==> config.mk <==
export PLATFORM = sky130hd
export DESIGN_NAME = rgmii_tx_frame_arb_flat
export DESIGN_NICKNAME = d
export VERILOG_FILES = /design/src/rtl/rgmii_tx_frame_arb_if.sv /design/src/rtl/rgmii_tx_frame_arb.sv /design/src/flat_wrapper.sv
export SDC_FILE = /design/constraint.sdc
export NUM_CORES = 1
export LEC_CHECK = 0
export ABC_AREA = 1
export CELL_PAD_IN_SITES_DETAIL_PLACEMENT = 0
export CELL_PAD_IN_SITES_GLOBAL_PLACEMENT = 1
export CORE_ASPECT_RATIO = 1.75
export CORE_MARGIN = 5
export CORE_UTILIZATION = 30
export DETAILED_ROUTE_END_ITERATION = 10
export PLACE_DENSITY_LB_ADDON = 0.15
export SLEW_MARGIN = 20
export SYNTH_ARGS = -nofsm -noshare
export SYNTH_HDL_FRONTEND = slang
export SYNTH_SLANG_ARGS = --single-unit
==> constraint.sdc <==
create_clock -name clk_125mhz -period 1.8 [get_ports clk_125mhz]
set_input_delay 0.27 -clock clk_125mhz [delete_from_list [all_inputs] [get_ports clk_125mhz]]
set_output_delay 0.27 -clock clk_125mhz [all_outputs]
set_load 0.02 [all_outputs]
==> src/rtl/rgmii_tx_frame_arb_if.sv <==
// rgmii_tx_frame_arb_if: byte-stream handshake bundle for the two frame sources and the transmitter side
interface rgmii_tx_frame_arb_if;
  logic [7:0] s0_tdata;
  logic       s0_tvalid;
  logic       s0_tlast;
  logic       s0_tready;
  logic [7:0] s1_tdata;
  logic       s1_tvalid;
  logic       s1_tlast;
  logic       s1_tready;
  logic [7:0] m_tdata;
  logic       m_tvalid;
  logic       m_tready;
  modport slave (
    input  s0_tdata, s0_tvalid, s0_tlast, s1_tdata, s1_tvalid, s1_tlast, m_tready,
    output s0_tready, s1_tready, m_tdata, m_tvalid
  );
  modport master (
    output s0_tdata, s0_tvalid, s0_tlast, s1_tdata, s1_tvalid, s1_tlast, m_tready,
    input  s0_tready, s1_tready, m_tdata, m_tvalid
  );
endinterface

==> src/rtl/rgmii_tx_frame_arb.sv <==
// rgmii_tx_frame_arb: round-robin frame scheduler adding preamble/SFD and speed-scaled inter-frame gap
module rgmii_tx_frame_arb #(
  parameter int PREAMBLE_LEN = 7,
  parameter int IFG_BYTES    = 12
) (
  input  logic                      clk_125mhz,
  input  logic                      reset,
  input  logic                      phy_link_status,
  input  logic [1:0]                phy_speed_status,
  rgmii_tx_frame_arb_if.slave       bus,
  output logic [1:0]                grant,
  output logic [1:0]                frame_done,
  output logic                      underrun_err
);
  typedef enum logic [2:0] {IDLE, PRE, DATA, IFG, DRAIN} state_t;
  state_t      state_q, state_d;
  logic        owner_q, owner_d;
  logic        last_q, last_d;
  logic [2:0]  pre_cnt_q, pre_cnt_d;
  logic [10:0] ifg_cnt_q, ifg_cnt_d;
  logic [10:0] ifg_lim_q, ifg_lim_d;
  logic [10:0] lim_new;
  logic [7:0]  sel_data, m_data;
  logic        sel_valid, sel_last, sfd, m_valid, s_rdy, done, underrun, to_ifg;
  assign sel_data  = owner_q ? bus.s1_tdata  : bus.s0_tdata;
  assign sel_valid = owner_q ? bus.s1_tvalid : bus.s0_tvalid;
  assign sel_last  = owner_q ? bus.s1_tlast  : bus.s0_tlast;
  assign sfd       = pre_cnt_q == 3'(PREAMBLE_LEN);
  assign lim_new   = (phy_speed_status == 2'd0) ? 11'(IFG_BYTES * 100 - 1) :
                     (phy_speed_status == 2'd1) ? 11'(IFG_BYTES * 10 - 1) : 11'(IFG_BYTES - 1);
  // next-state and output decode; a dropped link in DATA already discards bytes in that same cycle
  always_comb begin
    state_d   = state_q;
    owner_d   = owner_q;
    last_d    = last_q;
    pre_cnt_d = pre_cnt_q;
    ifg_cnt_d = ifg_cnt_q;
    ifg_lim_d = ifg_lim_q;
    m_valid   = 1'b0;
    m_data    = 8'h00;
    s_rdy     = 1'b0;
    done      = 1'b0;
    underrun  = 1'b0;
    to_ifg    = 1'b0;
    case (state_q)
      IDLE: if (phy_link_status && (bus.s0_tvalid || bus.s1_tvalid)) begin
        owner_d   = (bus.s0_tvalid && bus.s1_tvalid) ? ~last_q : bus.s1_tvalid;
        pre_cnt_d = 3'd0;
        state_d   = PRE;
      end
      PRE: begin
        m_valid = 1'b1;
        m_data  = sfd ? 8'hD5 : 8'h55;
        if (!phy_link_status) to_ifg = 1'b1;
        else if (bus.m_tready) begin
          pre_cnt_d = pre_cnt_q + 3'd1;
          if (sfd) state_d = DATA;
        end
      end
      DATA: begin
        m_valid  = phy_link_status & sel_valid;
        m_data   = sel_data;
        s_rdy    = phy_link_status ? bus.m_tready : 1'b1;
        underrun = phy_link_status & bus.m_tready & ~sel_valid;
        if (s_rdy && sel_valid && sel_last) begin
          done   = 1'b1;
          to_ifg = 1'b1;
        end else if (!phy_link_status) state_d = DRAIN;
      end
      DRAIN: begin
        s_rdy = 1'b1;
        if (sel_valid && sel_last) begin
          done   = 1'b1;
          to_ifg = 1'b1;
        end
      end
      IFG: begin
        ifg_cnt_d = ifg_cnt_q + 11'd1;
        if (ifg_cnt_q == ifg_lim_q) state_d = IDLE;
      end
      default: state_d = IDLE;
    endcase
    if (done) last_d = owner_q;
    if (to_ifg) begin
      state_d   = IFG;
      ifg_cnt_d = 11'd0;
      ifg_lim_d = lim_new;
    end
  end
  // state registers; last_served starts at port 1 so port 0 wins the first tie
  always_ff @(posedge clk_125mhz) begin
    if (reset) begin
      state_q   <= IDLE;
      owner_q   <= 1'b0;
      last_q    <= 1'b1;
      pre_cnt_q <= 3'd0;
      ifg_cnt_q <= 11'd0;
      ifg_lim_q <= 11'd0;
    end else begin
      state_q   <= state_d;
      owner_q   <= owner_d;
      last_q    <= last_d;
      pre_cnt_q <= pre_cnt_d;
      ifg_cnt_q <= ifg_cnt_d;
      ifg_lim_q <= ifg_lim_d;
    end
  end
  assign bus.m_tvalid  = m_valid;
  assign bus.m_tdata   = m_data;
  assign bus.s0_tready = s_rdy & ~owner_q;
  assign bus.s1_tready = s_rdy & owner_q;
  assign grant         = (state_q == PRE || state_q == DATA || state_q == DRAIN) ? {owner_q, ~owner_q} : 2'b00;
  assign frame_done    = done ? {owner_q, ~owner_q} : 2'b00;
  assign underrun_err  = underrun;
endmodule

==> src/flat_wrapper.sv <==
// flat-port wrapper written by rule: the top's interface ports become plain ports
module rgmii_tx_frame_arb_flat 
#(
  parameter int PREAMBLE_LEN = 7,
  parameter int IFG_BYTES    = 12
)
  (clk_125mhz, reset, phy_link_status, phy_speed_status, grant, frame_done, underrun_err, bus_s0_tdata, bus_s0_tvalid, bus_s0_tlast, bus_s1_tdata, bus_s1_tvalid, bus_s1_tlast, bus_m_tready, bus_s0_tready, bus_s1_tready, bus_m_tdata, bus_m_tvalid);
  rgmii_tx_frame_arb_if bus_i ();
  input  logic clk_125mhz;
  input  logic reset;
  input  logic phy_link_status;
  input  logic [1:0] phy_speed_status;
  output logic [1:0] grant;
  output logic [1:0] frame_done;
  output logic underrun_err;
  input wire logic [$bits(bus_i.s0_tdata)-1:0] bus_s0_tdata;
  input wire logic [$bits(bus_i.s0_tvalid)-1:0] bus_s0_tvalid;
  input wire logic [$bits(bus_i.s0_tlast)-1:0] bus_s0_tlast;
  input wire logic [$bits(bus_i.s1_tdata)-1:0] bus_s1_tdata;
  input wire logic [$bits(bus_i.s1_tvalid)-1:0] bus_s1_tvalid;
  input wire logic [$bits(bus_i.s1_tlast)-1:0] bus_s1_tlast;
  input wire logic [$bits(bus_i.m_tready)-1:0] bus_m_tready;
  output wire logic [$bits(bus_i.s0_tready)-1:0] bus_s0_tready;
  output wire logic [$bits(bus_i.s1_tready)-1:0] bus_s1_tready;
  output wire logic [$bits(bus_i.m_tdata)-1:0] bus_m_tdata;
  output wire logic [$bits(bus_i.m_tvalid)-1:0] bus_m_tvalid;
  assign bus_i.s0_tdata = bus_s0_tdata;
  assign bus_i.s0_tvalid = bus_s0_tvalid;
  assign bus_i.s0_tlast = bus_s0_tlast;
  assign bus_i.s1_tdata = bus_s1_tdata;
  assign bus_i.s1_tvalid = bus_s1_tvalid;
  assign bus_i.s1_tlast = bus_s1_tlast;
  assign bus_i.m_tready = bus_m_tready;
  assign bus_s0_tready = bus_i.s0_tready;
  assign bus_s1_tready = bus_i.s1_tready;
  assign bus_m_tdata = bus_i.m_tdata;
  assign bus_m_tvalid = bus_i.m_tvalid;
  rgmii_tx_frame_arb #(.PREAMBLE_LEN(PREAMBLE_LEN), .IFG_BYTES(IFG_BYTES)) u_core (.clk_125mhz(clk_125mhz), .reset(reset), .phy_link_status(phy_link_status), .phy_speed_status(phy_speed_status), .bus(bus_i), .grant(grant), .frame_done(frame_done), .underrun_err(underrun_err));
endmodule
# Yosys cells after proc, flatten, opt, wreduce, memory -nomap -nowiden
# Cells that the tools add are included.
[word_totals]
out_inout_bits = 16
input_bits = 26
word_cells = 88
regBits = 30
[classes]
add_sub_neg = 2
mux = 32
reduce_logical = 16
bitwise_logic = 9
eq_ne = 22
[op_table]
columns = ["cell", "n"]
rows = [
  ["3-bit two-way mux", 10],
  ["8-bit two-way mux", 2],
  ["8-bit case mux with 2 select lines", 1],
  ["8-bit AND reduction", 2],
  ["3-bit case mux with 5 select lines", 1],
  ["3-bit by 2-bit inequality test with 1-bit output (second input constant)", 4],
  ["11-bit by 1-bit adder with 11-bit output (second input constant)", 1],
  ["11-bit == test", 1],
  ["11-bit two-way mux", 1],
  ["3-bit by 1-bit inequality test with 1-bit output (second input constant)", 3],
  ["1-bit two-way mux", 8],
  ["2-bit by 1-bit inequality test with 1-bit output (second input constant)", 4],
  ["2-bit inequality test (second input constant)", 4],
  ["7-bit two-way mux", 1],
  ["3-bit by 2-bit == test with 1-bit output (second input constant)", 2],
  ["3-bit == test (second input constant)", 2],
  ["2-bit two-way mux", 3],
  ["1-bit case mux with 2 select lines", 3],
  ["3-bit case mux with 2 select lines", 1],
  ["1-bit AND", 5],
  ["1-bit logical AND", 5],
  ["1-bit NOT", 4],
  ["4-bit AND reduction", 1],
  ["3-bit by 1-bit adder with 3-bit output (second input constant)", 1],
  ["9 further kinds", 11],
]

# Logic depth before layout (Yosys ltp)
# Gate-level depths: netlist of run 1.
[depth]
word_depth = 7
mapped_depth = 11
mapped_depth_nobuf = 11

# Worst setup path before layout of run 1
# OpenSTA, ideal clock, no wires.
[synth_timing]
kind = "reg2out"
start = "register u_core.state_q[2]"
end = "output bus_m_tdata[7]"
required_ns = 1.530
n_path_buf = 1
path_stages_with_launch = 5
arrival_ns = 1.351
setup_slack_ns = 0.179
cell_sequence = "dfxtp_1 -> nor2_1 -> nand2_2 -> clkbuf_1 -> o32ai_1"
[synth_via]
elab_chain_len = 2
elab_cells_between_ends = 3
cone_classes = "eq/ne (2); mux (1)"
[synth_lines]
columns = ["item", "line_no", "source"]
rows = [
  ["start: declaration", "rgmii_tx_frame_arb.sv:16", "state_t state_q, state_d;"],
  ["start signal: assignment", "rgmii_tx_frame_arb.sv:100", "state_q <= state_d;"],
  ["3-bit by 2-bit == test with 1-bit output or 3-bit by 1-bit == test with 1-bit output (tied branches)", "rgmii_tx_frame_arb.sv:45", "case (state_q)"],
  ["8-bit case mux with 2 select lines *", "rgmii_tx_frame_arb.sv:45", ""],
  ["end: declaration", "flat_wrapper.sv:25", "output wire logic [$bits(bus_i.m_tdata)-1:0] bus_m_tdata;"],
]
# Every way passes the cells marked *; elsewhere a longest branch is shown, timed or not.

# Final worst setup path of run 1
[layout_timing]
start = "register u_core.state_q[0]"
end = "output bus_m_tdata[1]"
# Same word-level chain as after synthesis.

==> results.toml, run 1 <==
[timing]
hold_viol_final = 0
rsz0062_at_grt = "true"
fin_ws_ps = 91.9
relSlewSlack_pct = 78.1
fmax_mhz = 585
worst_slew_pin_slew_ps = 326
skew_ps = 3.78
min_period_over_period_pct = 94.9
drv_slew = 0
setup_violations = 0
fin_tns_setup_ps = 0
fin_crit_ps = 1710

[clock_network]
cts-root-buf = "clkbuf_8"
clockBufferDepth = 2
tritoncts.num_buffers = 3
insertion_delay_ps = 260
ctsHoldBuffers = 0
clk_pin_slew_worst_paths_ps = 80
clock-sinks = 24
htree_num_levels = 1
cts_tree = "yes"

[global_route]
grt_first_pass_wirelength_um = 7960
grt_pass1_vias = 1725
grt_overflow = 0
met2_usage_pct = 29.2
gr-usage-met3_pct = 1.99
grt_max_degree = 13
grt_util_all_layers_pct = 14.4
gr-usage-met1_pct = 14.3
antenna_found_initial = 0
grt_busiest_layer = "met2"

[detailed_routing]
drc = 0
dr.pass1.iters = 4
wl_um = 4890
drtIter0Drc = 32
wl_per_cell_um = 12.8
avgViaCountPerCell = 4.64
ant_nets = 0
vias = 1766

[final_layout]
seq_area_um2 = 483
nets = 357
synthToLayoutAreaGrowth_pct = 50.7
layout-drive-gt1-share_pct = 31.3
n_antenna_cell = 0
multi_input_area_um2 = 1010
fill_cells = 585

[synthesis]
yosys.area.top_type = "dfxtp_1"
avgSynthCellArea_um2 = 6.60
synth.area.top_cells = "dfxtp_1 30%, nand2_1 13%, nor2_1 7.9%, inv_1 7.0%, nand3_1 6.2%"
yosysTopAreaCellShare_pct = 29.8
synth_warnings = 0
synth_most_common_cell = "nand2_1"
synth_edf_count = 0
synth_common_cells = "57 x nand2_1, 34 x nor2_1, 30 x inv_1"
ys.flop_type = "dfxtp_1"
yosysUniqueCellTypes = 31
yosys_register_bits = 24
synth_fp_nets = 273
async_flop_share_pct = 0
synth_area_um2 = 1610
postSynthCellCount = 244
yosysSeqAreaShare_pct = 29.8

[setup_path]
worst-setup-path-type = "register to output pin"
path_cells = "nor2_2 -> nand2_2 -> buf_4 -> a21oi_1 -> dlygate4sd2_1"
rrSetupSlack_ps = 150
path_buf_inv = 2
crit_path_top_delay_cell = "dlygate4sd2_1"
end_kind = "output pin"
path_depth = 5
critPathMaxFanout = 6
reg2regPathDepth = 11
arrival_ps = 1440
start_kind = "register"
cpPeakStageDelay_ps = 340
cpLargestDelayFamily = "buffers and inverters"
cp_data_required_time_ps = 1530

[min_path]
whs_path_depth = 2
hold_path_class = "register to register"

[power_and_ir_drop]
p_clk_share_pct = 12.5
power.share.switching_pct = 42.4
seq_power_share_pct = 26.1
p_sw_w = 0.00106
power_leakage_nw = 1.15
p_total_w = 0.00250
p_per_area_nw_per_um2 = 1030
intPower_w = 0.00144
comb_power_share_pct = 61.4
vdd_drop_max_v = 0.000455

[floorplan]
dieHeight_um = 107
die-area_um2 = 6990
fp-row-count = 35
initial_core_util_pct = 30.6
die_w_um = 65.4
core-area_um2 = 5260
io_pins = 42

[placement]
dp_slack_ps = -415
portBuffers = 41
gp_congestion = 0.803
dpl.hpwl_um = 4020

[run_status]
status = "complete, no violations"

[job]
maxCapViolations = 0
## registers in the layout, summed over array words and instances (netlist names)
name,cells
u_core.ifg_cnt_q,11
u_core.ifg_lim_q,5
u_core.pre_cnt_q,3
u_core.state_q,3
u_core.last_q,1
u_core.owner_q,1
## power by group through the flow
stage	combinational (W)	sequential, W	clock (W)
2_1_floorplan	0.000784	0.000657	0
3_3_place_gp	0.00152	0.000659	0
3_5_place_dp	0.00152	0.000660	0
4_1_cts	0.00149	0.000648	0.000328
5_1_grt	0.00171	0.000663	0.000351
6_report	0.00153	0.000652	0.000312
## per-layer routing
| layer | share of wire [%] | wire (µm) |
|---|---|---|
| met1 | 36 | 1760 |
| met2 | 58 | 2820 |
| met3 | 5.0 | 244 |
| met4 | 1.3 | 65 |
| met5 | 0 | 0 |
## layout make-up
| type | count | area share [%] |
|---|---|---|
| multi-input combinational | 181 | 41.8 |
| timing repair buffer | 83 | 28.2 |
| sequential | 24 | 19.9 |
| inverter | 35 | 5.57 |
| tap | 55 | 2.84 |
| clock buffer | 3 | 1.70 |
## tightest hold or removal path, cell delays in order, from the launching register on
cell     delay [ps]
dfxtp_1         330
a21oi_1          60
nand2_1          40
## path summary, 6_finish.rpt
check,start,end
hold reg to reg,u_core.last_q$_SDFFE_PP1P_,u_core.last_q$_SDFFE_PP1P_
hold / removal,u_core.last_q$_SDFFE_PP1P_,u_core.last_q$_SDFFE_PP1P_
setup / recovery,u_core.state_q[0]$_SDFFE_PP0P_,bus_m_tdata[1]
setup reg to reg,u_core.state_q[0]$_SDFFE_PP0P_,u_core.ifg_cnt_q[8]$_SDFFE_PP0N_
## kinds of logic after synthesis
logic type / synth area share (%)
DFF: 29.8
xor gates and xnor gates: 2.18
and+or+nand+nor: 40.2
adders and majority gates: 2.33
buffers and inverters: 10.3
AOI/OAI and AO/OA: 15.1
## stage by stage
step	cell area (µm²)	utilization, %	std cells	hold slack [ps]
after CTS	2400	45.7	376	458
after floorplan	1610	-	244	339
after global routing	2430	46.2	381	506
after detailed placement	2360	44.9	373	440
final	2430	46.2	381	454
after global placement	2360	44.9	373	431
## cell usage in the layout (no fill, tap or decap), types with 2 or more instances in the layout
cell type	n
ha_1	3
nand2_1	56
nand3_1	18
buf_4	42
nand3_2	2
dfxtp_1	22
nand4_1	2
clkdlybuf4s50_1	25
nand2_2	3
clkbuf_8	3
o31ai_1	4
nor2_1	31
xor2_1	4
inv_2	2
nor2_4	2
dfxtp_2	2
buf_12	2
nand2_4	4
inv_1	30
buf_2	11
nor2_2	9
a21oi_2	9
a21oi_1	10
nor3b_2	3
o21ai_0	11
nor3_1	3
## timing repair
action,CTS,global route
gates resized for setup,55,26
setup buffers,0,5
pin swaps,0,2
endpoints found under the setup margin,16,17
(Power assumes the default switching activity.)
==> run 2: changes to the inputs <==
- CORE_ASPECT_RATIO: 1.75 -> 1.5
==> run 2 against run 1 <==
Sequential power hardly changed. Combinational power decreased by 7%. Clock skew is essentially flat. Maximum frequency increased by 0.72%. Core utilization is 0.41 points lower. Routed wire length is 5.7% lower. Largest power group unchanged.
==> results.toml, run 2 (synthesized netlist as in run 1, its figures left out) <==
[detailed_routing]
vias = 1733
ant_nets = 0
drc = 0
wl_per_cell_um = 12.0
drtIter0Drc = 33
dr.pass1.iters = 4
wl_um = 4610
avgViaCountPerCell = 4.50

[floorplan]
dieHeight_um = 99.7
die-area_um2 = 6960
core-area_um2 = 5160
fp-row-count = 32
die_w_um = 69.8
initial_core_util_pct = 31.2
io_pins = 42

[timing]
fin_ws_ps = 104
setup_violations = 0
relSlewSlack_pct = 77.9
hold_viol_final = 0
fmax_mhz = 590
worst_slew_pin_slew_ps = 328
skew_ps = 3.83
whs_ps = 453
fin_tns_setup_ps = 0
drv_slew = 0
min_period_over_period_pct = 94.2
rsz0062_at_grt = "false"
fin_crit_ps = 1700

[final_layout]
reg_top3 = "u_core.ifg_cnt_q: 11 flops, u_core.ifg_lim_q: 5 flops"
layout-drive-gt1-share_pct = 28.4
largest_reg_flops = 11
n_antenna_cell = 0
regMostFlops = "u_core.ifg_cnt_q"
layout.cells.most_common = "nand2_1"
finalInstanceArea_um2 = 2360
nets = 348
final_cell_mix = "57 x nand2_1, 32 x buf_4, 31 x nor2_1"
final_cells = 385
synthToLayoutAreaGrowth_pct = 46.9

[setup_path]
cpLargestDelayFamily = "buffers and inverters"
critPathMaxFanout = 11
path_cells = "nor2_2 -> nand2_2 -> buf_12 -> a21oi_1 -> dlygate4sd2_1"
timing.rr.start = "u_core.state_q[0]$_SDFFE_PP0P_"
path_buf_inv = 2
reg2regPathDepth = 11
crit_path_start = "u_core.state_q[0]$_SDFFE_PP0P_"
worst-setup-path-type = "register to output pin"
path_depth = 5
cpPeakStageDelay_ps = 340
crit_path_top_delay_cell = "dlygate4sd2_1"
cp_data_required_time_ps = 1530
start_kind = "register"
arrival_ps = 1430
end_kind = "output pin"

[job]
maxCapViolations = 0

[clock_network]
insertion_delay_ps = 260
clk_pin_slew_worst_paths_ps = 80
cts_tree = "yes"
tritoncts.num_buffers = 3
post_cts_buffers = 0
htree_num_levels = 1
clock-sinks = 24
cts-root-buf = "clkbuf_8"
clockBufferDepth = 2
ctsHoldBuffers = 0

[global_route]
antenna_found_initial = 0
grt_pass1_vias = 1679
grt_first_pass_wirelength_um = 7660
grt_busiest_layer = "met2"
met2_usage_pct = 27.3
gr-usage-met3_pct = 2.12
gr-usage-met1_pct = 13.6
grt_util_all_layers_pct = 13.5
grt_max_degree = 13
grt_overflow = 0

[power_and_ir_drop]
power_leakage_nw = 1.10
vdd_drop_max_v = 0.000475
p_per_area_nw_per_um2 = 1000

[placement]
gp_congestion = 0.737
portBuffers = 41
dp_slack_ps = -392
placed_area_um2 = 2360
dp.cells = 382
dpl.hpwl_um = 3810

[run_status]
status = "complete, no violations"

[min_path]
worstHoldStart = "u_core.last_q$_SDFFE_PP1P_"
hold_path_class = "register to register"
whs_path_depth = 2
==> run 2: cell type report <==
class | instances | area [µm²]
fillers | 577 | 2800
multi-input cells | 181 | 996
repair buffers | 74 | 624
flip-flops and latches | 24 | 483
inverters | 35 | 135
well taps | 68 | 85.1
clock buffers | 3 | 41.3
==> run 2: metal layers <==
| metal | up-vias | wire, µm |
|---|---|---|
| met1 | 762 | 1870 |
| met5 | - | 0 |
| met2 | 41 | 2490 |
| met3 | 4 | 193 |
| li1 | 926 | - |
| met4 | 0 | 53 |
==> run 2: repair_timing <==
action / CTS / global route
endpoints found under the setup margin: 16 / 18
resized for setup: 48 / 28
cloned: 0 / 0
pin swaps: 1 / 1
==> run 2: worst paths after layout <==
check	endpoint	slack, ps
max	bus_m_tdata[5]	100
max reg2reg	u_core.ifg_cnt_q[8]$_SDFFE_PP0N_	160
min	u_core.last_q$_SDFFE_PP1P_	450
min reg2reg	u_core.last_q$_SDFFE_PP1P_	450
==> run 2: worst min-delay path, delay by kind of cell, from the launching register on <==
family           cells  cell delay [ps]
AO/OA/AOI/OAI        1               60
AND/OR/NAND/NOR      1               40
flip-flops           1              330
==> run 2: power breakdown <==
part / total, W / switching (W) / internal, W
sequential: 0.000653 / 0.0000557 / 0.000597
combinational: 0.00142 / 0.000799 / 0.000617
clock: 0.000302 / 0.000153 / 0.000149
total: 0.00237 / 0.00101 / 0.00136
==> run 2: through the flow <==
stage	utilization [%]	total power, W
after floorplan	-	0.00144
after global placement	45.7	0.00216
after detailed placement	45.7	0.00216
after CTS	46.5	0.00244
after global routing	45.8	0.00259
final	45.8	0.00237
==> run 3: changes to the inputs <==
- CTS_CLUSTER_SIZE: not set -> 30
==> results of run 3 <==
The final DEF is identical to that of run 2; final timing and power are the same.
